[src/rtl/gerenciar_display_seq_if.sv]
// gerenciar_display_seq_if: controller/sensor inputs and 7-segment outputs of the display sequencer.
// Revision 1.0
`default_nettype none

interface gerenciar_display_seq_if #(
  parameter int W_ANDAR = 2
);
  logic [W_ANDAR-1:0] andar;
  logic               S;
  logic               D;
  logic               P;
  logic               A;
  logic               B;
  logic               modo;
  logic [1:0]         sel_manual;
  logic [6:0]         seg;
  logic [1:0]         pagina;

  modport master (
    output andar, S, D, P, A, B, modo, sel_manual,
    input  seg, pagina
  );

  modport slave (
    input  andar, S, D, P, A, B, modo, sel_manual,
    output seg, pagina
  );
endinterface

`default_nettype wire

[src/rtl/gerenciar_display_seq.sv]
// gerenciar_display_seq: rotating/manual page sequencer for one active-low 7-segment digit.
// Revision 1.0
`default_nettype none

module gerenciar_display_seq #(
  parameter int N_ANDARES = 4,
  parameter int W_ANDAR   = 2,
  parameter int DWELL     = 50000000,
  parameter int BLINK_DIV = 12500000
) (
  input  logic                    clk,
  input  logic                    rst_n,
  gerenciar_display_seq_if.slave  bus
);

  localparam int c_DW = (DWELL > 1) ? $clog2(DWELL) : 1;
  localparam int c_BW = (BLINK_DIV > 1) ? $clog2(BLINK_DIV) : 1;
  localparam logic [c_DW-1:0] c_DWELL_LAST = c_DW'(DWELL - 1);
  localparam logic [c_BW-1:0] c_BLINK_LAST = c_BW'(BLINK_DIV - 1);

  localparam logic [6:0] c_GLYPH_E     = 7'b0110000;
  localparam logic [6:0] c_GLYPH_BLANK = 7'b1111111;
  localparam logic [6:0] c_GLYPH_UP    = 7'b0011101;
  localparam logic [6:0] c_GLYPH_DOWN  = 7'b1100011;
  localparam logic [6:0] c_GLYPH_STOP  = 7'b0110110;

  typedef enum logic [1:0] {
    PG_FLOOR = 2'd0,
    PG_MOVE  = 2'd1,
    PG_BLANK = 2'd2,
    PG_OCC   = 2'd3
  } page_t;

  page_t              r_page;
  page_t              w_page_nxt;
  logic [c_DW-1:0]    r_dwell;
  logic [c_DW-1:0]    w_dwell_nxt;
  logic [c_BW-1:0]    r_blink;
  logic               r_phase;
  logic [W_ANDAR-1:0] r_andar_prev;
  logic [6:0]         r_seg;
  logic [1:0]         r_pagina;
  logic [6:0]         w_seg;
  logic               w_floor_evt;
  logic               w_moving;

  function automatic logic [6:0] f_digit(input logic [3:0] v);
    case (v)
      4'd0:    f_digit = 7'b0000001;
      4'd1:    f_digit = 7'b1001111;
      4'd2:    f_digit = 7'b0010010;
      4'd3:    f_digit = 7'b0000110;
      4'd4:    f_digit = 7'b1001100;
      4'd5:    f_digit = 7'b0100100;
      4'd6:    f_digit = 7'b0100000;
      4'd7:    f_digit = 7'b0001111;
      4'd8:    f_digit = 7'b0000000;
      4'd9:    f_digit = 7'b0000100;
      default: f_digit = c_GLYPH_BLANK;
    endcase
  endfunction

  assign w_floor_evt = (bus.andar != r_andar_prev);
  assign w_moving    = (bus.S ^ bus.D) & ~bus.P;

  always_ff @(posedge clk or negedge rst_n) begin
    if (!rst_n) begin
      r_page  <= PG_FLOOR;
      r_dwell <= '0;
    end else begin
      r_page  <= w_page_nxt;
      r_dwell <= w_dwell_nxt;
    end
  end

  // Floor event outranks the dwell wrap; page 2 only reachable manually and exits to 3.
  always_comb begin
    w_page_nxt  = r_page;
    w_dwell_nxt = r_dwell;
    if (!bus.modo) begin
      w_page_nxt  = page_t'(bus.sel_manual);
      w_dwell_nxt = '0;
    end else if (w_floor_evt) begin
      w_page_nxt  = PG_FLOOR;
      w_dwell_nxt = '0;
    end else if (r_dwell == c_DWELL_LAST) begin
      w_dwell_nxt = '0;
      case (r_page)
        PG_FLOOR: w_page_nxt = PG_MOVE;
        PG_MOVE:  w_page_nxt = PG_OCC;
        PG_BLANK: w_page_nxt = PG_OCC;
        default:  w_page_nxt = PG_FLOOR;
      endcase
    end else begin
      w_dwell_nxt = r_dwell + 1'b1;
    end
  end

  always_ff @(posedge clk or negedge rst_n) begin
    if (!rst_n) begin
      r_blink      <= '0;
      r_phase      <= 1'b0;
      r_andar_prev <= '0;
    end else begin
      r_andar_prev <= bus.andar;
      if (r_blink == c_BLINK_LAST) begin
        r_blink <= '0;
        r_phase <= ~r_phase;
      end else begin
        r_blink <= r_blink + 1'b1;
      end
    end
  end

  always_comb begin
    w_seg = c_GLYPH_BLANK;
    case (r_page)
      PG_FLOOR: begin
        if (int'(bus.andar) < N_ANDARES) w_seg = f_digit(4'(bus.andar));
        else                             w_seg = c_GLYPH_E;
      end
      PG_MOVE: begin
        if (w_moving && r_phase) begin
          w_seg = c_GLYPH_BLANK;
        end else begin
          case ({bus.S, bus.D, bus.P})
            3'b100:  w_seg = c_GLYPH_UP;
            3'b010:  w_seg = c_GLYPH_DOWN;
            3'b001:  w_seg = c_GLYPH_STOP;
            default: w_seg = c_GLYPH_E;
          endcase
        end
      end
      PG_BLANK: w_seg = c_GLYPH_BLANK;
      default:  w_seg = f_digit({3'b000, bus.A} + {3'b000, bus.B});
    endcase
  end

  always_ff @(posedge clk or negedge rst_n) begin
    if (!rst_n) begin
      r_seg    <= c_GLYPH_BLANK;
      r_pagina <= 2'd0;
    end else begin
      r_seg    <= w_seg;
      r_pagina <= r_page;
    end
  end

  assign bus.seg    = r_seg;
  assign bus.pagina = r_pagina;

endmodule

`default_nettype wire
[src/flat_wrapper.sv]
// flat-port wrapper written by rule: the top's interface ports become plain ports
module gerenciar_display_seq_flat 
#(
  parameter int N_ANDARES = 4,
  parameter int W_ANDAR   = 2,
  parameter int DWELL     = 50000000,
  parameter int BLINK_DIV = 12500000
)
  (clk, rst_n, bus_andar, bus_S, bus_D, bus_P, bus_A, bus_B, bus_modo, bus_sel_manual, bus_seg, bus_pagina);
  gerenciar_display_seq_if #(.W_ANDAR(W_ANDAR)) bus_i ();
  input  logic clk;
  input  logic rst_n;
  input wire logic [$bits(bus_i.andar)-1:0] bus_andar;
  input wire logic [$bits(bus_i.S)-1:0] bus_S;
  input wire logic [$bits(bus_i.D)-1:0] bus_D;
  input wire logic [$bits(bus_i.P)-1:0] bus_P;
  input wire logic [$bits(bus_i.A)-1:0] bus_A;
  input wire logic [$bits(bus_i.B)-1:0] bus_B;
  input wire logic [$bits(bus_i.modo)-1:0] bus_modo;
  input wire logic [$bits(bus_i.sel_manual)-1:0] bus_sel_manual;
  output wire logic [$bits(bus_i.seg)-1:0] bus_seg;
  output wire logic [$bits(bus_i.pagina)-1:0] bus_pagina;
  assign bus_i.andar = bus_andar;
  assign bus_i.S = bus_S;
  assign bus_i.D = bus_D;
  assign bus_i.P = bus_P;
  assign bus_i.A = bus_A;
  assign bus_i.B = bus_B;
  assign bus_i.modo = bus_modo;
  assign bus_i.sel_manual = bus_sel_manual;
  assign bus_seg = bus_i.seg;
  assign bus_pagina = bus_i.pagina;
  gerenciar_display_seq #(.N_ANDARES(N_ANDARES), .W_ANDAR(W_ANDAR), .DWELL(DWELL), .BLINK_DIV(BLINK_DIV)) u_core (.clk(clk), .rst_n(rst_n), .bus(bus_i));
endmodule
[config.mk]
export PLATFORM = sky130hd
export DESIGN_NAME = gerenciar_display_seq_flat
export DESIGN_NICKNAME = d
export VERILOG_FILES = /design/src/rtl/gerenciar_display_seq_if.sv /design/src/rtl/gerenciar_display_seq.sv /design/src/flat_wrapper.sv
export SDC_FILE = /design/constraint.sdc
export NUM_CORES = 1
export LEC_CHECK = 0
export CAP_MARGIN = 5
export CELL_PAD_IN_SITES_DETAIL_PLACEMENT = 1
export CELL_PAD_IN_SITES_GLOBAL_PLACEMENT = 2
export CORE_UTILIZATION = 38
export CTS_CLUSTER_DIAMETER = 30
export CTS_CLUSTER_SIZE = 14
export DETAILED_ROUTE_END_ITERATION = 10
export PLACE_DENSITY_LB_ADDON = 0.1
export REMOVE_ABC_BUFFERS = 1
export SLEW_MARGIN = 20
export SYNTH_ARGS = -nofsm -noshare
export SYNTH_HDL_FRONTEND = slang
export SYNTH_SLANG_ARGS = --single-unit
[constraint.sdc]
create_clock -name clk -period 1.97 [get_ports clk]
set_clock_uncertainty 0.2 [all_clocks]
set_input_delay 0.394 -clock clk [delete_from_list [all_inputs] [get_ports clk]]
set_output_delay 0.394 -clock clk [all_outputs]
set_load 0.01 [all_outputs]
==> impl_metrics.toml <==
[grt]
grt_pass1_vias = 2831
antenna_found_initial = 0
met2_usage = 0.323
grt_max_degree = 65
grt_pass1_wl_mm = 13.4
grt.busiest_layer = "met2"
grtUsageTotal = 0.195
use_met1 = 0.248
overflow = 0
grtUsageMet3 = 0.0346

[drt]
wl_per_cell_um = 15.6
dr.pass1.iters = 4
num_vias = 2738
drt_iter0_drc = 69
wirelength_mm = 7.87
drcViolationCount = 0
ant_nets = 0
viasPerCell = 5.43

[logic_synthesis]
synthTopCellsByArea = "dfrtp_1 (44%), dfstp_2 (5.6%), xnor2_1 (3.5%), ha_1 (3.4%), a21oi_1 (3.2%)"
synth_top_cell_area_share = 0.436
ys_warn_count = 0
seq_area_frac_synth = 0.493
synthArstFlopShare = 1.00
ys_ff_latch = 64
synth_ff_type = "dfrtp_1"
synthAdderAreaFrac = 0.0345
yosysUniqueCellTypes = 47
yosys.area.top_type = "dfrtp_1"
synth.avg_cell_area_um2 = 9.99
synth_edf_count = 0
yosys.area_share.xor_xnor = 0.0670
synthMuxAreaShare = 0.00306
syn_area_um2 = 3270
synthSimpleGateAreaFrac = 0.243
postSynthCellCount = 327
synth_top_family_by_area = "simple AND/OR/NAND/NOR gates"
synth_compound_area_frac = 0.127

[critical_path]
slowest_stage = "or4_4"
cp-start-kind = "flop"
max_stage_delay_ns = 0.47
worst_ep_arrival_time_ns = 2.01
cp_top_family = "simple AND/OR/NAND/NOR gates"
path_class = "flop to flop"
critPathCaptureType = "flop"
crit_chain = "ha_4 > and2_4 > nand4_1 > buf_12 > or4_4 > a21oi_2"
crit_path_max_fanout = 7
required_ns = 2.05
path_buf_inv = 1

[cells_and_area]
syn_to_final_growth_pct = 28.4
fillCellCount = 936
ff_latch_area_um2 = 1610
nNetsFinal = 418
final_util = 0.508
drive_gt1_frac = 0.238
diodes = 0
multi_input_area_um2 = 1630

[floorplanning]
rows = 33
die_h_um = 94.7
initial_core_util = 0.396
die_area_um2 = 8980
ios = 21
coreArea_um2 = 8260
die_w_um = 94.7

[placement]
gp_congestion = 0.743
portBuffers = 20
hpwl_mm = 5.36

[run]
cap_violations = 0

[outcome]
status = "finished, final reports clean"

[min_path]
hold_class = "flop to flop"

[power]
peakVddDrop_uv = 313
finalPower_mw = 2.63
cellLeakagePower_nw = 1.76
power_per_cell_area_nw_per_um2 = 626

[sta]
relSlewSlack = 0.760
fmax_ghz = 0.516
min_period_ns = 1.94
hold_viol_final = 0
setup_viol_count_final = 0
rsz0062_at_grt = "yes"
min_period_over_period = 0.983
drv_slew = 0
worstMarginPinSlew_ns = 0.360

[cts]
cts.path.max_buffers = 2
clkSinkCount = 64
cts_max_level = 3
numCtsBuffers = 9
clk_latency_ns = 0.34
cts_tree = "built"
root_buffer = "clkbuf_8"
clkTransAtPathRegs_ns = 0.07
## metal layers
| metal | routed length, µm | vias up | share of wire |
|---|---|---|---|
| li1 | - | 1319 | - |
| met1 | 3700 | 1377 | 0.47 |
| met2 | 3850 | 28 | 0.49 |
| met3 | 141 | 14 | 0.018 |
| met4 | 183 | 0 | 0.023 |
| met5 | 0 | - | 0 |
## cell type report
type | count | area share
Timing Repair Buffer | 69 | 0.146
Tap cell | 105 | 0.0313
Inverter | 14 | 0.0125
Clock buffer | 12 | 0.0370
Clock inverter | 1 | 0.00119
Multi-Input combinational cell | 239 | 0.387
Sequential cell | 64 | 0.384
## state kept, by name (all words and copies together), names as in the netlist
signal / count
u_core.r_page: 2
u_core.r_phase: 1
u_core.r_dwell: 26
u_core.bus.seg: 7
u_core.bus.pagina: 2
u_core.r_blink: 24
u_core.r_andar_prev: 2
## placed cells by master (no fill, tap or decap), drive strengths merged, types with 13 or more instances in the layout
master / synthesis / final
nand4: 13 / 13
nor2: 24 / 24
xnor2: 13 / 13
nand3: 21 / 21
buf: 7 / 48
nand2: 22 / 22
a21oi: 22 / 22
dfrtp: 57 / 57
o21ai: 17 / 17
inv: 14 / 14
clkbuf: 3 / 13
## cell usage after synthesis, types with 3 or more instances
library cell / number
xor2_1: 12
dfstp_2: 7
ha_1: 9
buf_2: 5
o31ai_1: 12
clkbuf_1: 3
nor2_1: 24
and4_1: 8
a21oi_1: 21
nor4_1: 3
dfrtp_1: 57
nand2_1: 22
nand3_1: 20
or4_1: 8
nand4_1: 12
and3_1: 8
inv_1: 14
or3_1: 9
nor2b_1: 6
nand2b_1: 5
xnor2_1: 13
nor3_1: 3
o21ai_0: 16
## logic make-up after synthesis
kind of cell,after synthesis
muxes,1
DFF,64
xor gates and xnor gates,25
AOI/OAI and AO/OA,65
buffers and inverters,24
and+or+nand+nor,139
adders and majority gates,9
## where the power goes
group	switching, mW	leakage [nW]	internal [mW]
registers	0.0181	0.842	1.37
clock network	0.481	0.0842	0.503
logic	0.132	0.835	0.119
## per-stage QoR
| stage | worst slack, ns | TNS (ns) | std cells | hold WS, ns | cell area [µm²] |
|---|---|---|---|---|---|
| after floorplan | -0.0352 | -0.292 | 317 | -0.102 | 3210 |
| after global placement | -0.0419 | -0.0419 | 477 | 0.244 | 3830 |
| after detailed placement | -0.0498 | -0.374 | 477 | 0.243 | 3830 |
| after CTS | 0.00353 | 0 | 491 | 0.280 | 3990 |
| after global routing | -0.0322 | -0.142 | 504 | 0.292 | 4200 |
| final | 0.0331 | 0 | 504 | 0.278 | 4200 |
## final timing paths
path | depth (start not counted) | end | slack, ns | start
max | 6 | u_core.r_dwell[20] | 0.03 | u_core.r_dwell[0]
min | 1 | u_core.r_blink[0] | 0.28 | u_core.r_blink[0]
max reg2reg | 6 | u_core.r_dwell[20] | 0.03 | u_core.r_dwell[0]
min reg2reg | 1 | u_core.r_blink[0] | 0.28 | u_core.r_blink[0]
max in group asynchronous | 3 | u_core.bus.seg[4] | 0.86 | rst_n
min in group asynchronous | 3 | u_core.r_blink[19] | 0.40 | rst_n
## what timing repair did
item	in CTS	in global routing
setup buffers	0	12
gates resized for setup	8	24
endpoints found under the hold margin	57	0
hold buffers	1	0
pin swaps	0	7
setup endpoints to repair	8	33
gates cloned	0	1
Note: power is estimated with default switching activity, not from simulation.
